**src/rtl/result_serializer.sv**
```systemverilog
// Result serializer: reads the N x N result matrix from the result buffer in
// row-major order and sends each element to the UART transmitter as bytes,
// high byte first, using the tx_start / tx_busy handshake.
module result_serializer #(
  parameter int DATA_W   = 16,
  parameter int ADDR_W   = 6,
  parameter int MAX_SIZE = 8
) (
  input  logic              clk,
  input  logic              rst,
  input  logic              start,
  input  logic [3:0]        matrix_size,
  output logic              res_rd_en,
  output logic [ADDR_W-1:0] res_addr,
  input  logic [DATA_W-1:0] res_data,
  output logic [7:0]        tx_data,
  output logic              tx_start,
  input  logic              tx_busy,
  output logic              busy,
  output logic              done
);

  localparam int BYTES  = DATA_W / 8;
  localparam int BCNT_W = (BYTES > 1) ? $clog2(BYTES) : 1;

  localparam logic [BCNT_W-1:0] LAST_BYTE = BCNT_W'(BYTES - 1);
  localparam logic [BCNT_W-1:0] BYTE_ONE  = BCNT_W'(1);
  localparam logic [ADDR_W-1:0] ADDR_ONE  = ADDR_W'(1);
  localparam logic [3:0]        MAX_N     = 4'(MAX_SIZE);

  localparam logic [2:0] S_IDLE   = 3'd0;
  localparam logic [2:0] S_FETCH  = 3'd1;
  localparam logic [2:0] S_LATCH  = 3'd2;
  localparam logic [2:0] S_SEND   = 3'd3;
  localparam logic [2:0] S_GUARD  = 3'd4;
  localparam logic [2:0] S_WAIT   = 3'd5;
  localparam logic [2:0] S_FINISH = 3'd6;

  logic [2:0]        state_q, state_d;
  logic [7:0]        total_q, total_d;
  logic [ADDR_W-1:0] idx_q, idx_d;
  logic [BCNT_W-1:0] byte_q, byte_d;
  logic [DATA_W-1:0] shift_q, shift_d;
  logic              res_rd_en_q, res_rd_en_d;
  logic [ADDR_W-1:0] res_addr_q, res_addr_d;
  logic [7:0]        tx_data_q, tx_data_d;
  logic              tx_start_q, tx_start_d;
  logic              busy_q, busy_d;
  logic              done_q, done_d;

  logic [3:0]        n_clamp;
  logic [DATA_W-1:0] shifted;

  // Requests larger than the supported matrix are clamped to MAX_SIZE.
  assign n_clamp = (matrix_size > MAX_N) ? MAX_N : matrix_size;
  assign shifted = shift_q << 8;

  // Next-state and registered-output computation for the serializer FSM.
  // tx_start is registered, so the idle check on tx_busy is made one cycle
  // ahead: on entry to SEND (from LATCH or WAIT) and while stalled in SEND.
  always_comb begin
    state_d     = state_q;
    total_d     = total_q;
    idx_d       = idx_q;
    byte_d      = byte_q;
    shift_d     = shift_q;
    res_rd_en_d = 1'b0;
    res_addr_d  = res_addr_q;
    tx_data_d   = tx_data_q;
    tx_start_d  = 1'b0;
    busy_d      = busy_q;
    done_d      = 1'b0;
    case (state_q)
      S_IDLE: begin
        if (start) begin
          total_d = {4'b0000, n_clamp} * {4'b0000, n_clamp};
          busy_d  = 1'b1;
          idx_d   = '0;
          byte_d  = '0;
          if (n_clamp == 4'd0) begin
            state_d = S_FINISH;
          end else begin
            state_d     = S_FETCH;
            res_rd_en_d = 1'b1;
            res_addr_d  = '0;
          end
        end
      end
      S_FETCH: begin
        state_d = S_LATCH;
      end
      S_LATCH: begin
        shift_d = res_data;
        byte_d  = '0;
        state_d = S_SEND;
        if (!tx_busy) begin
          tx_start_d = 1'b1;
          tx_data_d  = res_data[DATA_W-1 -: 8];
        end
      end
      S_SEND: begin
        if (tx_start_q) begin
          state_d = S_GUARD;
        end else if (!tx_busy) begin
          tx_start_d = 1'b1;
          tx_data_d  = shift_q[DATA_W-1 -: 8];
        end
      end
      S_GUARD: begin
        // tx_busy only rises the cycle after tx_start, so it is not trusted here.
        state_d = S_WAIT;
      end
      S_WAIT: begin
        if (!tx_busy) begin
          if (byte_q != LAST_BYTE) begin
            byte_d     = byte_q + BYTE_ONE;
            shift_d    = shifted;
            tx_start_d = 1'b1;
            tx_data_d  = shifted[DATA_W-1 -: 8];
            state_d    = S_SEND;
          end else if (8'(idx_q) < (total_q - 8'd1)) begin
            idx_d       = idx_q + ADDR_ONE;
            res_rd_en_d = 1'b1;
            res_addr_d  = idx_q + ADDR_ONE;
            state_d     = S_FETCH;
          end else begin
            state_d = S_FINISH;
          end
        end
      end
      S_FINISH: begin
        // First FINISH cycle raises done (registered); second returns to IDLE.
        // start is ignored throughout.
        if (!done_q) begin
          done_d = 1'b1;
          busy_d = 1'b0;
        end else begin
          state_d = S_IDLE;
        end
      end
      default: begin
        state_d = S_IDLE;
      end
    endcase
  end

  // Control state and all outputs, cleared by the synchronous reset.
  always_ff @(posedge clk) begin
    if (rst) begin
      state_q     <= S_IDLE;
      total_q     <= '0;
      idx_q       <= '0;
      byte_q      <= '0;
      res_rd_en_q <= 1'b0;
      res_addr_q  <= '0;
      tx_data_q   <= '0;
      tx_start_q  <= 1'b0;
      busy_q      <= 1'b0;
      done_q      <= 1'b0;
    end else begin
      state_q     <= state_d;
      total_q     <= total_d;
      idx_q       <= idx_d;
      byte_q      <= byte_d;
      res_rd_en_q <= res_rd_en_d;
      res_addr_q  <= res_addr_d;
      tx_data_q   <= tx_data_d;
      tx_start_q  <= tx_start_d;
      busy_q      <= busy_d;
      done_q      <= done_d;
    end
  end

  // Element shift register; always reloaded in LATCH before use.
  always_ff @(posedge clk) begin
    shift_q <= shift_d;
  end

  assign res_rd_en = res_rd_en_q;
  assign res_addr  = res_addr_q;
  assign tx_data   = tx_data_q;
  assign tx_start  = tx_start_q;
  assign busy      = busy_q;
  assign done      = done_q;

endmodule

```
**config.mk**
```make
export PLATFORM = sky130hd
export DESIGN_NAME = result_serializer
export DESIGN_NICKNAME = d
export VERILOG_FILES = /design/src/rtl/result_serializer.sv
export SDC_FILE = /design/constraint.sdc
export NUM_CORES = 1
export LEC_CHECK = 0
export BUFFER_PORTS_ARGS = -buffer_cell sky130_fd_sc_hd__buf_2
export CORE_MARGIN = 2
export CORE_UTILIZATION = 55
export CTS_CLUSTER_DIAMETER = 50
export DETAILED_ROUTE_END_ITERATION = 8
export PLACE_DENSITY = 0.78
export SLEW_MARGIN = 10
export SYNTH_ARGS = -nofsm -noshare
export SYNTH_HDL_FRONTEND = slang
export SYNTH_SLANG_ARGS = --single-unit
```
**constraint.sdc**
```tcl
create_clock -name clk -period 3.6 [get_ports clk]
set_input_delay 0.18 -clock clk [delete_from_list [all_inputs] [get_ports clk]]
set_output_delay 0.18 -clock clk [all_outputs]
set_load 0.05 [all_outputs]
```
==> impl_metrics.env, run 1 <==
export IMPL_outcome="finished, final reports clean"
export IMPL_io_pins=42
export IMPL_die_y_um=74
export IMPL_total_power_mw=1.868
export IMPL_grt_max_degree=29
export IMPL_wl_per_cell_um=14.06
export IMPL_maxSlewHeadroom_pct=37.02
export IMPL_whs_endpoint="shift_q[3]"
export IMPL_yosys_register_bits=51
export IMPL_p_leak_nw=1.195
export IMPL_fin_skew_ns=0.007028
export IMPL_htreeDepth=2
export IMPL_drv_cap=0
export IMPL_grt_ovfl_total=0
export IMPL_cts_resized=0
export IMPL_path_max_fanout=5
export IMPL_crit_path_start_kind="flop"
export IMPL_cts_tree="built"
export IMPL_timing_fmax_mhz=376.3
export IMPL_clock_root_buffer="clkbuf_8"
export IMPL_hold_buffers=0
export IMPL_worstSetupPathType="reg -> reg"
export IMPL_r2r_setup_slack_ns=0.94
export IMPL_ys_types=51
export IMPL_rsz0062_at_grt="false"
export IMPL_routabilityCongestion=0.8535
export IMPL_worstPathRequired_ns=3.85
export IMPL_period_minus_slack_ns=2.657
export IMPL_vias=2360
export IMPL_avgSynthCellArea_um2=8.638
export IMPL_drtAntennaViolNets=0
export IMPL_clk_latency_ns=0.31
export IMPL_synth_compound_area_share_pct=20.38
export IMPL_grt_use_total_pct=23.11
export IMPL_wl_met1_mm=2.718
export IMPL_clock_sinks=51
export IMPL_met3_length_um=405
export IMPL_synthToLayoutAreaGrowth_pct=12.63
export IMPL_instances_no_fill=415
export IMPL_diodes=0
export IMPL_final_setup_worst_slack_ns=0.9429
export IMPL_multi_input_area_mm2=0.001431
export IMPL_drt_iter0_markers=277
export IMPL_powerDensity_mw_per_mm2=615.5
export IMPL_yosysWarnings=0
export IMPL_worst_slew_pin_slew_ns=0.9361
export IMPL_synth_xor_area_share_pct=2.925
export IMPL_final_net_count=381
export IMPL_hp_class="in -> reg"
export IMPL_r2r_end="res_addr[2]"
export IMPL_finalCritPeriodShare_pct=73.81
export IMPL_top_layer="met4"
export IMPL_worstRegToRegCells=9
export IMPL_drive_gt1_share_pct=16.95
export IMPL_wl_mm=5.835
export IMPL_synth_main_ff_cell="dfxtp_1"
export IMPL_vias_per_cell=5.687
export IMPL_met2_wirelength_mm=2.633
export IMPL_nFillCells=407
export IMPL_die_w_um=74
export IMPL_seqCellArea_mm2=0.001181
export IMPL_synth_top_family_by_area="simple AND/OR/NAND/NOR gates"
export IMPL_placed_cells=407
export IMPL_dp_final_hpwl_mm=4.113
export IMPL_drc=0
export IMPL_arrival_ns=2.91
export IMPL_synthSimpleGateAreaFrac_pct=23.03
export IMPL_synthArstFlopShare_pct=0
export IMPL_final_util_pct=64.26
export IMPL_pre_cts_slack_ns=0.9751
export IMPL_hold_viol=0
export IMPL_stdcell_area_mm2=0.003035
export IMPL_grt_pass1_wl_mm=9.901
export IMPL_clk_pin_slew_ns=0.09
export IMPL_grt_pass1_vias=2188
export IMPL_hold_depth=2
export IMPL_dieArea_mm2=0.005476
export IMPL_cts_buffer_depth=2
export IMPL_synth_edff_count=16
export IMPL_ir_worst_vdd_v=0.0003183
export IMPL_synth_fa_ha_area_share_pct=4.643
export IMPL_drv_slew=0
export IMPL_dpl_cell_area_mm2=0.002950
export IMPL_fin_tns_setup_ns=0
export IMPL_whs_ns=0.1425
export IMPL_ys_seq_area_share_pct=43.83
export IMPL_syn_area_mm2=0.002695
export IMPL_num_rows=25
export IMPL_initial_utilization_pct=57.06
export IMPL_coreArea_mm2=0.004723
export IMPL_postCtsSetupBuffers=0
export IMPL_endpoint_kind="flop"
export IMPL_port_buffers=41
export IMPL_first_pass_iters=5
export IMPL_rr_startpoint="total_q[4]"
export IMPL_hp_start="res_data[3]"
export IMPL_cts_made_buffers=5
export IMPL_finalSetupViolCount=0
export IMPL_synthCells=312
export IMPL_synth_mux_area_share_pct=1.578
export IMPL_antenna_found_initial=0
[routing by layer]
metal	vias up	GRT usage (%)
li1	1184	-
met1	1085	33.16
met2	85	36.41
met3	6	2.846
met4	0	7.677
met5	-	0
[worst max path at each step]
stage / to / start / slack (ns) / cells after the start
after global routing: res_addr[2] / total_q[4] / 0.69 / 9
final: res_addr[2] / total_q[4] / 0.94 / 9
after global placement: res_addr[2] / total_q[4] / 1.04 / 9
after floorplan: shift_q[0] / state_q[2] / 0.92 / 4
after detailed placement: res_addr[2] / total_q[4] / 0.98 / 9
after CTS: res_addr[2] / total_q[4] / 0.96 / 9
[power breakdown]
| part | internal, mW | switching (mW) |
|---|---|---|
| sequential | 0.711 | 0.122 |
| clock | 0.136 | 0.183 |
| combinational | 0.251 | 0.465 |
[cell usage in the layout, fill, tap and decap left out, drive strengths merged, types with 2 or more instances in the layout]
cell and n:
a21o 2, a21oi 28, a22o 7, a31oi 3
and2 13, buf 43, clkbuf 6, clkinv 2
conb 2, dfxtp 35, edfxtp 16, ha 10
inv 9, mux2 2, mux2i 2, nand2 52
nand2b 4, nand3 6, nand4 2, nor2 26
nor2b 4, nor3 6, nor4 2, nor4b 2
o211ai 11, o21ai 15, o22ai 9, or2 2
xnor2 6, xor2 3
[layout make-up]
cell class,count,share of cell area [%]
clock inverters,2,0.4122
repair buffers,43,7.255
inverters,9,1.113
multi-input cells,237,47.16
clock buffers,6,2.391
well taps,67,2.762
flip-flops and latches,51,38.91
[flip-flops by register name, summed over array words and instances (netlist names), 3 cells and up]
register and count:
shift_q 16, tx_data 8, total_q 7, idx_q 6, res_addr 6, state_q 3
[Yosys cell counts (2+ instances only)]
cell type | n | area share, %
nand2_1 | 52 | 7.2
dfxtp_1 | 35 | 26
a21oi_1 | 28 | 5.2
nor2_1 | 25 | 3.5
clkbuf_1 | 16 | 2.2
edfxtp_1 | 16 | 18
o21ai_0 | 14 | 2.6
and2_1 | 13 | 3.0
o211ai_1 | 11 | 3.1
ha_1 | 10 | 4.6
inv_1 | 9 | 1.3
o22ai_1 | 9 | 2.1
a22o_1 | 7 | 2.3
nand3_1 | 6 | 1.1
nor3_1 | 6 | 1.1
xnor2_1 | 6 | 1.9
nand2b_1 | 4 | 0.93
nor2b_1 | 4 | 0.93
a31oi_1 | 3 | 0.70
xor2_1 | 3 | 0.98
a21o_1 | 2 | 0.56
mux2i_1 | 2 | 0.74
nor4b_1 | 2 | 0.65
or2_2 | 2 | 0.46
[cells by family (layout without fill, tap and decap cells)]
kind of cell,Yosys count,count (layout)
simple gates,126,126
fa+ha+maj,10,10
buf+inv,25,60
xor+xnor,9,9
flops,51,51
other cells,1,2
mux,4,4
compound gates,86,86
[critical path, stage by stage, from the launching register on]
cell and delay [ns]:
dfxtp_1 0.36, or4_4 0.55, xor2_1 0.16, ha_1 0.32, nand2_1 0.05, o21ai_0 0.27, o22ai_1 0.12, o211ai_1 0.35
and2_1 0.27, a22o_1 0.16
Note: power is estimated with default switching activity, not from simulation.
==> run 2, diff against run 1 <==
--- a/config.mk
+++ b/config.mk
@@ -7,10 +7,10 @@
 export LEC_CHECK = 0
 export BUFFER_PORTS_ARGS = -buffer_cell sky130_fd_sc_hd__buf_2
 export CORE_MARGIN = 2
-export CORE_UTILIZATION = 55
+export CORE_UTILIZATION = 51
 export CTS_CLUSTER_DIAMETER = 50
 export DETAILED_ROUTE_END_ITERATION = 8
-export PLACE_DENSITY = 0.78
+export PLACE_DENSITY = 0.76
 export SLEW_MARGIN = 10
 export SYNTH_ARGS = -nofsm -noshare
 export SYNTH_HDL_FRONTEND = slang
==> constraint.sdc (replaced) <==
create_clock -name clk -period 2.4 [get_ports clk]
set_input_delay 0.12 -clock clk [delete_from_list [all_inputs] [get_ports clk]]
set_output_delay 0.12 -clock clk [all_outputs]
set_load 0.05 [all_outputs]
==> run 2 against run 1 <==
Effect of this change:
- the flow now finishes with violations (setup timing)
- routed wire length is 1.7% higher
- combinational power is 87% higher
- non-clock buffer count is 18 higher
- flip-flop and latch count stayed put
- core utilization is 0.79 points lower
- sequential share of layout area is 2.4 points lower
- clock skew is 0.0022 ns lower
- final area is 6.8% higher
- cell count is 5.1% higher
- clock power is 52% higher
- first-iteration DRC count is 31% lower
==> impl_metrics.env, run 2 (synthesis results as in run 1) <==
export IMPL_hold_depth=2
export IMPL_finalCritPeriodShare_pct=105.1
export IMPL_cts_tree="built"
export IMPL_final_setup_worst_slack_ns=-0.1235
export IMPL_r2r_setup_slack_ns=-0.12
export IMPL_clk_pin_slew_ns=0.09
export IMPL_p_leak_nw=1.302
export IMPL_finalSetupViolCount=14
export IMPL_wl_per_cell_um=13.62
export IMPL_htreeDepth=2
export IMPL_hp_class="in -> reg"
export IMPL_first_pass_iters=4
export IMPL_worstRegToRegCells=10
export IMPL_slowest_delay_ns=0.53
export IMPL_clk_latency_ns=0.30
export IMPL_nFillCells=453
export IMPL_vias_per_cell=5.518
export IMPL_antenna_found_initial=0
export IMPL_timing_fmax_mhz=396.3
export IMPL_path_max_fanout=3
export IMPL_die_y_um=76.70
export IMPL_grt_pass1_wl_mm=9.832
export IMPL_drv_slew=0
export IMPL_wl_mm=5.937
export IMPL_fin_skew_ns=0.004811
export IMPL_ir_worst_vdd_v=0.0003958
export IMPL_period_minus_slack_ns=2.523
export IMPL_coreArea_mm2=0.005107
export IMPL_drv_cap=0
export IMPL_largest_register_ffs=16
export IMPL_grt_max_degree=29
export IMPL_clock_root_buffer="clkbuf_8"
export IMPL_port_buffers=41
export IMPL_clock_sinks=51
export IMPL_dieArea_mm2=0.005882
export IMPL_dp_final_hpwl_mm=4.314
export IMPL_final_net_count=399
export IMPL_cts_made_buffers=5
export IMPL_vias=2406
export IMPL_arrival_ns=2.74
export IMPL_maxSlewHeadroom_pct=61.08
export IMPL_pre_cts_slack_ns=-0.1516
export IMPL_hold_viol=0
export IMPL_violations="setup timing"
export IMPL_routabilityCongestion=0.8358
export IMPL_critPathBufInv=1
export IMPL_drc=0
export IMPL_drive_gt1_share_pct=24.59
export IMPL_cp_cell_sequence="or4_4 > xor2_1 > ha_1 > a21oi_2 > o21ai_2 > nor2_2 > nor2_4 > buf_4 > a21o_1 > a311oi_1"
export IMPL_cp_top_family="simple AND/OR/NAND/NOR gates"
export IMPL_cp_slowest_cell="or4_4"
export IMPL_worst_slew_pin_slew_ns=0.5838
export IMPL_powerDensity_mw_per_mm2=930.6
export IMPL_num_rows=26
export IMPL_final_util_pct=63.47
export IMPL_drtAntennaViolNets=0
export IMPL_largest_register="shift_q"
export IMPL_layout_commonest_cell="nand2_1"
export IMPL_drt_iter0_markers=192
export IMPL_worstPathRequired_ns=2.62
export IMPL_die_w_um=76.70
export IMPL_path_depth=10
export IMPL_crit_path_start_kind="flop"
export IMPL_rsz0062_at_grt="true"
export IMPL_io_pins=42
export IMPL_synthToLayoutAreaGrowth_pct=20.29
export IMPL_worstSetupPathType="reg -> reg"
export IMPL_grt_ovfl_total=0
export IMPL_grt_pass1_vias=2166
export IMPL_diodes=0
export IMPL_initial_utilization_pct=52.77
export IMPL_cts_buffer_depth=2
export IMPL_endpoint_kind="flop"
export IMPL_outcome="finished with violations"
export IMPL_final_cell_mix="nand2_1 (51), buf_2 (41), dfxtp_1 (34)"
export IMPL_fin_tns_setup_ns=-1.110
export IMPL_grt_use_total_pct=20.32
==> run 2: path summary, 6_finish.rpt <==
| path | startpoint | endpoint |
|---|---|---|
| setup / recovery | total_q[4] | state_q[0] |
| hold / removal | res_data[4] | shift_q[4] |
| setup reg to reg | total_q[4] | state_q[0] |
| hold reg to reg | tx_data[6] | tx_data[6] |
==> run 2: timing repair <==
item | CTS | global route
hold buffers | 0 | 0
setup endpoints to repair | 14 | 16
pin swaps | 3 | 12
resized for setup | 4 | 14
buffers inserted | 1 | 3
==> run 2: where the power goes <==
part	internal, mW	switching (mW)
logic	0.513	0.826
clock network	0.204	0.280
registers	1.07	0.126
total	1.78	1.23
==> run 2: per-layer routing <==
layer | routed length (um) | GRT usage (%) | vias up | part of all wire, %
li1 | - | - | 1234 | -
met3 | 302 | 4.235 | 7 | 5.1
met1 | 2921 | 28.85 | 1103 | 49
met4 | 98 | 6.364 | 0 | 1.7
met2 | 2614 | 31.05 | 62 | 44
met5 | 0 | 0 | - | 0
==> run 2: area by class of cell <==
| class | instances | area, um2 | area share, % |
|---|---|---|---|
| tap | 70 | 87.58 | 2.702 |
| inverter | 9 | 33.78 | 1.042 |
| sequential | 51 | 1182 | 36.47 |
| clock buffer | 6 | 72.57 | 2.239 |
| timing repair buffer | 61 | 359.1 | 11.08 |
| multi-input combinational | 237 | 1494 | 46.08 |
| clock inverter | 2 | 12.51 | 0.3860 |
==> run 2: worst register-to-register path: stages, from the launching register on <==
cell and delay (ns):
dfxtp_2 0.33, or4_4 0.53, xor2_1 0.16, ha_1 0.35
a21oi_2 0.18, o21ai_2 0.09, nor2_2 0.19, nor2_4 0.07
buf_4 0.14, a21o_1 0.17, a311oi_1 0.24
==> run 2: per-stage QoR <==
step / hold WS (ns) / cell area (um2) / total power [mW] / instances
4_1_cts: 0.07566 / 3169 / 2.908 / 434
6_report: 0.08325 / 3242 / 3.017 / 436
3_3_place_gp: 0.3949 / 3074 / 2.396 / 426
2_1_floorplan: 0.2832 / 2706 / 2.088 / 313
5_1_grt: 0.07836 / 3242 / 3.206 / 436
3_5_place_dp: 0.3994 / 3074 / 2.413 / 426
